$ cat src/rtl/rst_cipher_pkg.sv
// Shared types for the rst_cipher pipeline: the ciphertext pair layout,
// the NUL marker that flags an invalid cipher input, and the serializer states.
package rst_cipher_pkg;

    localparam logic [7:0] NUL_CHAR = 8'h00;

    typedef struct packed {
        logic [7:0] row;
        logic [7:0] col;
    } ctxt_pair_t;

    typedef enum logic [1:0] {
        IDLE,
        SEND_HI,
        SEND_LO
    } ser_state_t;

endpackage

$ cat src/rtl/rst_sync_fifo.sv
// Synchronous FIFO with occupancy count. Full and empty come from the count,
// so pointer equality is never ambiguous. The head and the entry behind it
// are both visible, which lets a consumer chain pops without a bubble.
module rst_sync_fifo #(
    parameter int DATA_W = 16,
    parameter int DEPTH  = 8
) (
    input  logic                     clk,
    input  logic                     rst,
    input  logic                     i_clear,
    input  logic                     i_push,
    input  logic                     i_pop,
    input  logic [DATA_W-1:0]        i_din,
    output logic [DATA_W-1:0]        o_head,
    output logic [DATA_W-1:0]        o_head_next,
    output logic [$clog2(DEPTH):0]   o_count,
    output logic                     o_full,
    output logic                     o_empty
);

    localparam int AW = $clog2(DEPTH);
    localparam logic [AW:0] FULL_CNT = (AW+1)'(DEPTH);

    logic [DATA_W-1:0] r_mem [DEPTH];
    logic [AW-1:0]     r_wr_ptr;
    logic [AW-1:0]     r_rd_ptr;
    logic [AW:0]       r_count;
    logic [AW-1:0]     w_rd_next;
    logic              w_do_pop;
    logic              w_do_push;

    assign o_full      = (r_count == FULL_CNT);
    assign o_empty     = (r_count == '0);
    assign o_count     = r_count;
    assign w_rd_next   = r_rd_ptr + 1'b1;
    assign o_head      = r_mem[r_rd_ptr];
    assign o_head_next = r_mem[w_rd_next];
    assign w_do_pop    = i_pop && !o_empty;
    assign w_do_push   = i_push && (!o_full || w_do_pop);

    // Storage array: data only, no reset needed.
    always_ff @(posedge clk) begin
        if (w_do_push && !i_clear) begin
            r_mem[r_wr_ptr] <= i_din;
        end
    end

    // Pointers and count; pointers wrap naturally because DEPTH is a power of 2.
    always_ff @(posedge clk or posedge rst) begin
        if (rst) begin
            r_wr_ptr <= '0;
            r_rd_ptr <= '0;
            r_count  <= '0;
        end else if (i_clear) begin
            r_wr_ptr <= '0;
            r_rd_ptr <= '0;
            r_count  <= '0;
        end else begin
            if (w_do_push) r_wr_ptr <= r_wr_ptr + 1'b1;
            if (w_do_pop)  r_rd_ptr <= w_rd_next;
            case ({w_do_push, w_do_pop})
                2'b10:   r_count <= r_count + 1'b1;
                2'b01:   r_count <= r_count - 1'b1;
                default: r_count <= r_count;
            endcase
        end
    end

endmodule

$ cat src/rtl/rst_ctxt_serializer.sv
// Buffers ciphertext pairs from rst_cipher and streams them out as bytes,
// row char then column char, under a valid/ready handshake. NUL pairs are
// dropped and counted; pairs lost to a full buffer raise a sticky flag.
module rst_ctxt_serializer
    import rst_cipher_pkg::*;
#(
    parameter int DEPTH    = 8,
    parameter bit DROP_NUL = 1'b1
) (
    input  logic                   clk,
    input  logic                   rst,
    input  logic                   clear,
    input  logic [15:0]            ctxt_str,
    input  logic                   ctxt_ready,
    output logic [7:0]             out_char,
    output logic                   out_valid,
    input  logic                   out_ready,
    output logic [$clog2(DEPTH):0] fifo_count,
    output logic                   err_overflow,
    output logic [7:0]             nul_count
);

    localparam int CW = $clog2(DEPTH) + 1;
    localparam logic [CW-1:0] CNT_ONE = CW'(1);

    ser_state_t r_state;
    logic [7:0] r_out_char;
    logic       r_out_valid;
    logic       r_err_overflow;
    logic [7:0] r_nul_count;

    ctxt_pair_t w_in_pair;
    ctxt_pair_t w_head;
    ctxt_pair_t w_head_next;
    logic       w_full;
    logic       w_empty;
    logic       w_is_nul;
    logic       w_xfer;
    logic       w_pop;
    logic       w_push;
    logic       w_lost;

    assign w_in_pair = ctxt_pair_t'(ctxt_str);
    assign w_is_nul  = DROP_NUL && (w_in_pair.row == NUL_CHAR) && (w_in_pair.col == NUL_CHAR);
    assign w_xfer    = r_out_valid && out_ready;
    // The head retires when its column char is accepted.
    assign w_pop     = (r_state == SEND_LO) && w_xfer;
    // A retiring head frees a slot in the same cycle, so a full FIFO can still accept.
    assign w_push    = ctxt_ready && !w_is_nul && !clear && (!w_full || w_pop);
    assign w_lost    = ctxt_ready && !w_is_nul && !clear && w_full && !w_pop;

    rst_sync_fifo #(
        .DATA_W (16),
        .DEPTH  (DEPTH)
    ) u_fifo (
        .clk         (clk),
        .rst         (rst),
        .i_clear     (clear),
        .i_push      (w_push),
        .i_pop       (w_pop),
        .i_din       (ctxt_str),
        .o_head      (w_head),
        .o_head_next (w_head_next),
        .o_count     (fifo_count),
        .o_full      (w_full),
        .o_empty     (w_empty)
    );

    // Output FSM: walks each head pair through row then column byte.
    always_ff @(posedge clk or posedge rst) begin
        if (rst) begin
            r_state     <= IDLE;
            r_out_char  <= 8'h00;
            r_out_valid <= 1'b0;
        end else if (clear) begin
            r_state     <= IDLE;
            r_out_char  <= 8'h00;
            r_out_valid <= 1'b0;
        end else begin
            case (r_state)
                IDLE: begin
                    if (!w_empty) begin
                        r_out_char  <= w_head.row;
                        r_out_valid <= 1'b1;
                        r_state     <= SEND_HI;
                    end
                end
                SEND_HI: begin
                    if (w_xfer) begin
                        r_out_char <= w_head.col;
                        r_state    <= SEND_LO;
                    end
                end
                SEND_LO: begin
                    if (w_xfer) begin
                        if (fifo_count > CNT_ONE) begin
                            r_out_char <= w_head_next.row;
                            r_state    <= SEND_HI;
                        end else if (w_push) begin
                            // Only pair left is the one arriving now; bypass it.
                            r_out_char <= w_in_pair.row;
                            r_state    <= SEND_HI;
                        end else begin
                            r_out_valid <= 1'b0;
                            r_state     <= IDLE;
                        end
                    end
                end
                default: begin
                    r_state     <= IDLE;
                    r_out_valid <= 1'b0;
                end
            endcase
        end
    end

    // Sticky overflow flag: set when a real pair is lost to a full FIFO.
    always_ff @(posedge clk or posedge rst) begin
        if (rst) begin
            r_err_overflow <= 1'b0;
        end else if (clear) begin
            r_err_overflow <= 1'b0;
        end else if (w_lost) begin
            r_err_overflow <= 1'b1;
        end
    end

    // Saturating count of dropped NUL pairs.
    always_ff @(posedge clk or posedge rst) begin
        if (rst) begin
            r_nul_count <= 8'h00;
        end else if (clear) begin
            r_nul_count <= 8'h00;
        end else if (ctxt_ready && w_is_nul && (r_nul_count != 8'hFF)) begin
            r_nul_count <= r_nul_count + 8'h01;
        end
    end

    assign out_char     = r_out_char;
    assign out_valid    = r_out_valid;
    assign err_overflow = r_err_overflow;
    assign nul_count    = r_nul_count;

endmodule

$ cat config.mk
export PLATFORM = sky130hd
export DESIGN_NAME = rst_ctxt_serializer
export DESIGN_NICKNAME = d
export VERILOG_FILES = /design/src/rtl/rst_cipher_pkg.sv /design/src/rtl/rst_sync_fifo.sv /design/src/rtl/rst_ctxt_serializer.sv
export SDC_FILE = /design/constraint.sdc
export NUM_CORES = 1
export LEC_CHECK = 0
export BUFFER_PORTS_ARGS = -buffer_cell sky130_fd_sc_hd__buf_4
export CAP_MARGIN = 20
export CORE_ASPECT_RATIO = 0.8
export CORE_MARGIN = 3
export CORE_UTILIZATION = 63
export CTS_BUF_LIST = sky130_fd_sc_hd__clkbuf_4 sky130_fd_sc_hd__clkbuf_8
export DETAILED_ROUTE_END_ITERATION = 6
export GPL_TIMING_DRIVEN = 1
export PLACE_DENSITY = 0.82
export SETUP_SLACK_MARGIN = 0.15
export SLEW_MARGIN = 20
export SYNTH_ARGS = -nofsm -noshare
export SYNTH_HDL_FRONTEND = slang
export SYNTH_SLANG_ARGS = --single-unit
$ cat constraint.sdc
create_clock -name clk -period 3.4 [get_ports clk]
set_clock_uncertainty 0.05 [all_clocks]
set_input_delay 0.51 -clock clk [delete_from_list [all_inputs] [get_ports clk]]
set_output_delay 0.51 -clock clk [all_outputs]
set_load 0.1 [all_outputs]
==> out/results.tsv, run 1 <==
metric	value	unit
synth-edff-count	128	
cts-root-to-sink-buffers	2	
tritoncts_num_sinks	158	
nFillCells	683	
postSynthNetCount	523	
post_synth_and_or_nand_nor_area_fraction	0.08146	
worst_ep_arrival_time	3.04	ns
worstSetupPathDepth	7	
yosysUniqueCellTypes	55	
routedWlPerCell	23.25	µm
clock_latency	0.45	ns
timing.critical_path.slowest_stage_cell	o21ai_1	
synth.mux.area_fraction	0.1497	
yosysMostFrequentCell	edfxtp_1	
worstSetupEndpoint	out_char[5]	
vdd_drop_max	0.0003941	V
cts.clk_slew.worst_paths	0.09	ns
unrepaired_setup_endpoints_after_global_routing	no	
reg2regPathDepth	7	
final-hold-violation-count	0	
synthDominantCellAreaShare	0.5192	
cells_traversed_along_the_worst_timing_path	inv_1 > ha_1 > nand3_4 > a31oi_4 > a21oi_2 > o21ai_1 > o32ai_1	
hold_path_class	in2reg	
r2r-end	out_char[5]	
synth_largest_area_cell	edfxtp_1	
cts-root-buf	clkbuf_8	
power_consumption	4942	µW
ys_warn_count	0	
floorplan.die.width	127.2	µm
cp.buffers_inverters	1	
postSynthRegisterBits	158	
rows	34	
grt_start_max_net_pins	48	
placement.io_buffers	42	
area.growth.synth_to_final	11.90	%
ys_async_sr_fraction	0.1899	
fin_cells	699	
place.detailed.instances	666	
synth.area.top_cells	edfxtp_1 52%, mux4_2 10%, dfrtp_1 10%, mux2i_1 3.1%, inv_1 2.0%	
start_kind	flop	
dr.first_iter.drc_count	609	
status	completed	
power_leakage	0.002873	µW
number_of_max_cap_violations	0	
post_synthesis_xor_xnor_area_fraction	0.01775	
timing.critical_path.required	3.62	ns
worstSetupStartpoint	r_state[0]	
setup.reg_to_reg.worst_slack	0.58	ns
top_level_ports	43	
clock.fmax	354.9	MHz
top_cell_types_by_occurrence_after_synthesis	128 x edfxtp_1, 39 x inv_1, 34 x mux4_2, 30 x dfrtp_1, 28 x nor2_1	
setup_viol_count_final	0	
dp.final_hpwl	10410	µm
timing.max_slew.rel_slack	0.3166	
finish.net_count	574	
first_global_vias	4519	
grt_usage	0.2605	
yosys.area_share.adder	0.01859	
number_of_antenna_violations_at_the_first_check_in_global_routing	0	
gr-total-overflow	0	
worst_slew_pin_slew	1.018	ns
fin_crit	2.818	ns
insertedDiodeCount	0	
synth_compound_gate_area_share	0.06912	
post_drt_via_cell_ratio	6.571	
fp.dieH	103.0	µm
cts_inserted_buffers	17	
synth_area_per_cell	15.08	µm²
seq_total_area_yosys	0.6206	
cts_htree_levels	4	
final_layout_size_suffix_gt1_frac	0.2775	
grt_pass1_wl	25000	µm
critical_path_class	reg2reg	
power_density	596.6	nW/µm²
reg2reg_from	r_state[0]	
critPathCaptureType	flop	
path_delay_family	compound AO/OA/AOI/OAI gates	
netlist_instances	491	
holdWs	0.2600	ns
final-max-slew-violation-count	0	
globalplace.congestion	0.8411	
vias_after_detailed_routing	4593	
combinational_family_with_the_most_area_after_synthesis	multiplexers	
tritoncts	done	
crit_path_max_fanout	10	
initial_utilization	0.6617	
layout_worst_path_cycle_share	0.8287	
core_area	11190	µm²
drt-total-wl	16250	µm
critical_path.max_stage_delay	0.81	ns
design.die.area	13100	µm²
finalCoreUtilization	0.7404	
post_synth_instance_area	7403	µm²
firstDrtPassIters	6	
remaining_design_rule_violation_count	0	
finalSetupTns	0	ns
ys_dominant_reg_cell	edfxtp_1	
ant_nets	0	
==> state kept, by name, summed over array words and instances, names as in the netlist <==
name / cells
err_overflow: 1
nul_count: 8
out_char: 8
out_valid: 1
r_state: 2
u_fifo.o_count: 4
u_fifo.r_mem: 128
u_fifo.r_rd_ptr: 3
u_fifo.r_wr_ptr: 3
==> through the flow <==
step,cell area [µm²],worst slack [ns]
2_1_floorplan,7413,0.2971
3_3_place_gp,7854,0.8351
3_5_place_dp,7854,0.6497
4_1_cts,8284,0.6446
5_1_grt,8284,0.4806
6_report,8284,0.5823
==> cells by family (layout without fill, tap and decap cells) <==
logic type | count (synthesis) | after routing
AOI/OAI and AO/OA | 65 | 65
xor gates and xnor gates | 15 | 15
adders and majority gates | 11 | 11
buffers and inverters | 65 | 129
DFF | 158 | 158
muxes | 67 | 67
and+or+nand+nor | 110 | 110
==> per-layer routing <==
layer,wire length (µm),global-route usage,vias up
li1,-,-,2003
met1,6524,0.3601,2339
met2,7854,0.4110,225
met3,1633,0.07302,26
met4,240,0.08326,0
met5,0,0,-
==> worst reg2reg max path, delay by kind of cell (launching register included) <==
| family | cells | cell delay (ns) |
|---|---|---|
| compound gates | 4 | 1.43 |
| fa+ha+maj | 1 | 0.45 |
| buf+inv | 1 | 0.10 |
| flops | 1 | 0.44 |
| simple gates | 1 | 0.17 |
==> worst min path at each step <==
stage,start,end,slack [ns],cells past startpoint
2_1_floorplan,r_state[1],r_state[1],0.45,2
3_3_place_gp,err_overflow,err_overflow,0.43,1
3_5_place_dp,err_overflow,err_overflow,0.43,1
4_1_cts,ctxt_str[0],u_fifo.r_mem[4][0],0.23,1
5_1_grt,ctxt_str[0],u_fifo.r_mem[2][0],0.23,1
6_report,ctxt_str[0],u_fifo.r_mem[6][0],0.26,1
==> where the power goes <==
part | internal (µW) | leakage (µW) | switching, µW | total [µW]
registers | 2180 | 0.00156 | 76.1 | 2260
logic | 339 | 0.00110 | 877 | 1220
clock network | 767 | 0.000205 | 701 | 1470
total | 3290 | 0.00287 | 1650 | 4940
==> what timing repair did <==
| action | in CTS | in global routing |
|---|---|---|
| endpoints found under the hold margin | 4 | 0 |
| hold buffers | 1 | 0 |
| setup buffers | 0 | 0 |
| gates resized for setup | 0 | 0 |
==> cell type report <==
| class | count | area [µm²] | share of cell area |
|---|---|---|---|
| inverter | 39 | 146.4 | 0.01767 |
| multi-input combinational | 268 | 2502 | 0.3021 |
| clock inverter | 11 | 156.4 | 0.01888 |
| timing repair buffer | 58 | 437.9 | 0.05286 |
| sequential | 158 | 4597 | 0.5549 |
| tap | 144 | 180.2 | 0.02175 |
| clock buffer | 21 | 264.0 | 0.03187 |
==> layout by cell type, fill, tap and decap left out, types with 7 or more instances in the layout <==
cell type	Yosys	final
nand2_1	20	20
mux2_2	10	10
buf_4	7	57
a211oi_1	9	9
mux2i_1	23	23
nor2_1	28	28
o22ai_1	7	7
o221ai_1	14	14
nand3_1	9	9
xnor2_1	11	11
ha_1	11	11
mux4_2	34	34
nor3_1	13	11
dfrtp_1	30	28
nor2b_1	13	13
o21ai_0	7	7
inv_1	39	39
o32ai_1	8	8
clkbuf_8	0	17
edfxtp_1	128	128
No activity file was read; power rests on OpenSTA's default activity.
==> run 2, diff against run 1 <==
- ABC_AREA: unset -> 1
- clock period: 3.4 -> 2.87 ns (I/O delays scaled with it)
==> out/results.tsv, run 2 <==
metric	value	unit
power_density	681.4	nW/µm²
critical_path.max_stage_delay	0.44	ns
synth_largest_area_cell	edfxtp_1	
grt_start_max_net_pins	76	
post_drt_via_cell_ratio	5.888	
finish.net_count	928	
dp.final_hpwl	13590	µm
clock.fmax	412.7	MHz
layout_worst_path_cycle_share	0.8443	
final_common_cell	nand2_1	
seq_total_area_yosys	0.5842	
ys_warn_count	0	
placement.io_buffers	42	
final_layout_size_suffix_gt1_frac	0.1529	
finalCoreUtilization	0.7362	
core_area	11870	µm²
finalSetupTns	0	ns
hold_path_class	in2async	
postSynthRegisterBits	158	
timing.critical_path.required	2.95	ns
globalRoute.busiestLayer	met2	
unrepaired_setup_endpoints_after_global_routing	no	
vias_after_detailed_routing	6330	
rows	35	
top_reg_by_flops	u_fifo.r_mem	
ys_async_sr_fraction	0.1899	
first_global_vias	5990	
cells_traversed_along_the_worst_timing_path	inv_1 > ha_1 > inv_4 > nor2_4 > nor2_2 > nor2_4 > nand3_4 > buf_4 > nor3_2 > buf_4	
timing.max_slew.rel_slack	0.4078	
clock_latency	0.45	ns
yosysUniqueCellTypes	34	
design.die.area	13870	µm²
globalRouteMet2Util	0.4811	
grt_usage	0.3038	
post_synth_instance_area	7864	µm²
cts_hold_buf	0	
status	finished, violations left	
postCtsResizedCells	0	
critical_path_class	reg2reg	
routedWlPerCell	18.77	µm
synth_area_per_cell	9.208	µm²
synth.area.top_cells	edfxtp_1 49%, nand2_1 14%, nand3_1 11%, dfrtp_1 9.5%, inv_1 2.8%	
ys_dominant_reg_cell	edfxtp_1	
floorplan.die.width	130.9	µm
nFillCells	797	
cts-root-to-sink-buffers	2	
netlist_instances	854	
top_cell_types_by_occurrence_after_synthesis	288 x nand2_1, 170 x nand3_1, 128 x edfxtp_1, 59 x inv_1, 30 x dfrtp_1	
dr.first_iter.drc_count	704	
final-max-slew-violation-count	0	
crit_path_max_fanout	16	
tritoncts	done	
setup_viol_count_final	0	
start_kind	flop	
cts_htree_levels	4	
final-hold-violation-count	0	
synthDominantCellAreaShare	0.4888	
number_of_antenna_violations_at_the_first_check_in_global_routing	0	
critPathCaptureType	flop	
grt_pass1_wl	31710	µm
cts_setup_buffers	0	
postSynthNetCount	886	
grtUsageMet1	0.4289	
power_leakage	0.003649	µW
firstDrtPassIters	7	
tritoncts_num_sinks	158	
fp.dieH	105.9	µm
globalplace.congestion	0.8951	
cts.clk_slew.worst_paths	0.09	ns
grtUsageMet3	0.04922	
yosysMostFrequentCell	nand2_1	
number_of_max_cap_violations	0	
worst_slew_pin_slew	0.8873	ns
power_consumption	5953	µW
violations	DRC	
drt-total-wl	20180	µm
fin_crit	2.423	ns
cts_inserted_buffers	17	
initial_utilization	0.6626	
top_level_ports	43	
area.growth.synth_to_final	11.11	%
ant_nets	0	
largest_register_ffs	128	
cts-root-buf	clkbuf_8	
timing.critical_path.slowest_stage_cell	dfrtp_1	
vdd_drop_max	0.0006115	V
layout_common_cells	288 x nand2_1, 170 x nand3_1, 128 x edfxtp_1	
synth-edff-count	128	
insertedDiodeCount	0	
worst_ep_arrival_time	2.50	ns
remaining_design_rule_violation_count	2	
gr-total-overflow	0	
run 2: cell types whose count changed in the layout (fill, tap and decap cells not counted), sizes merged, moves of 8 or more:
cell    before  now
inv         42   72
nand2       20  291
o32ai        8    0
o221ai      14    0
nor2b       13    0
xnor2       11    3
mux4        34    0
nand3       10  174
buf         57   67
o21ai        8   36
mux2i       23    0
a211oi       9    0
mux2        10    0
run 2: per-stage QoR:
stage / hold WS [ns] / setup slack [ns] / std cells / area, µm²
final: 0.1103 / 0.4469 / 1075 / 8737
after global routing: 0.1762 / 0.2624 / 1075 / 8737
after CTS: 0.1372 / 0.4687 / 1075 / 8737
after detailed placement: 0.4366 / 0.4910 / 1043 / 8364
after global placement: 0.4201 / 0.5395 / 1043 / 8364
after floorplan: 0.4710 / 0.07996 / 854 / 7899
run 2: report_power, final:
group / leakage, µW / internal (µW) / total [µW] / switching, µW
clock: 0.000186 / 710 / 1570 / 859
combinational: 0.00191 / 428 / 1700 / 1270
sequential: 0.00155 / 2610 / 2690 / 83.5
run 2: cells by family after synthesis:
logic type,count (synthesis),synth area share
and+or+nand+nor,517,0.2918
DFF,158,0.5842
buffers and inverters,111,0.06364
AOI/OAI and AO/OA,51,0.03612
adders and majority gates,11,0.01750
xor gates and xnor gates,6,0.006684
run 2: cell type report:
type / instances / area (µm²) / area share
Tap cell: 166 / 207.7 / 0.02377
Clock buffer: 18 / 241.5 / 0.02764
Sequential cell: 158 / 4601 / 0.5266
Timing Repair Buffer: 67 / 503.0 / 0.05757
Clock inverter: 14 / 131.4 / 0.01504
Multi-Input combinational cell: 585 / 2799 / 0.3203
Inverter: 67 / 254.0 / 0.02907
run 2: final timing paths:
check / startpoint / endpoint / slack, ns / depth (start not counted)
hold / removal: rst / nul_count[0] / 0.11 / 2
min in group clk: ctxt_str[0] / u_fifo.r_mem[1][0] / 0.19 / 1
setup reg to reg: r_state[0] / u_fifo.r_mem[1][8] / 0.45 / 10
hold reg to reg: out_char[3] / out_char[3] / 0.45 / 2
max in group asynchronous: rst / out_char[1] / 2.01 / 3
setup / recovery: r_state[0] / u_fifo.r_mem[1][8] / 0.45 / 10
run 2: per-layer routing:
| layer | routed length, µm | share of wire |
|---|---|---|
| met3 | 1668 | 0.083 |
| met1 | 8509 | 0.42 |
| met4 | 475 | 0.024 |
| met5 | 0 | 0 |
| met2 | 9529 | 0.47 |
run 2: critical path: cells and delay by family, from the launching register on:
family | cells | cell delay [ns]
buffers and inverters | 4 | 0.69
AND/OR/NAND/NOR | 5 | 0.52
flip-flops | 1 | 0.44
adder cells (fa/ha/maj) | 1 | 0.39
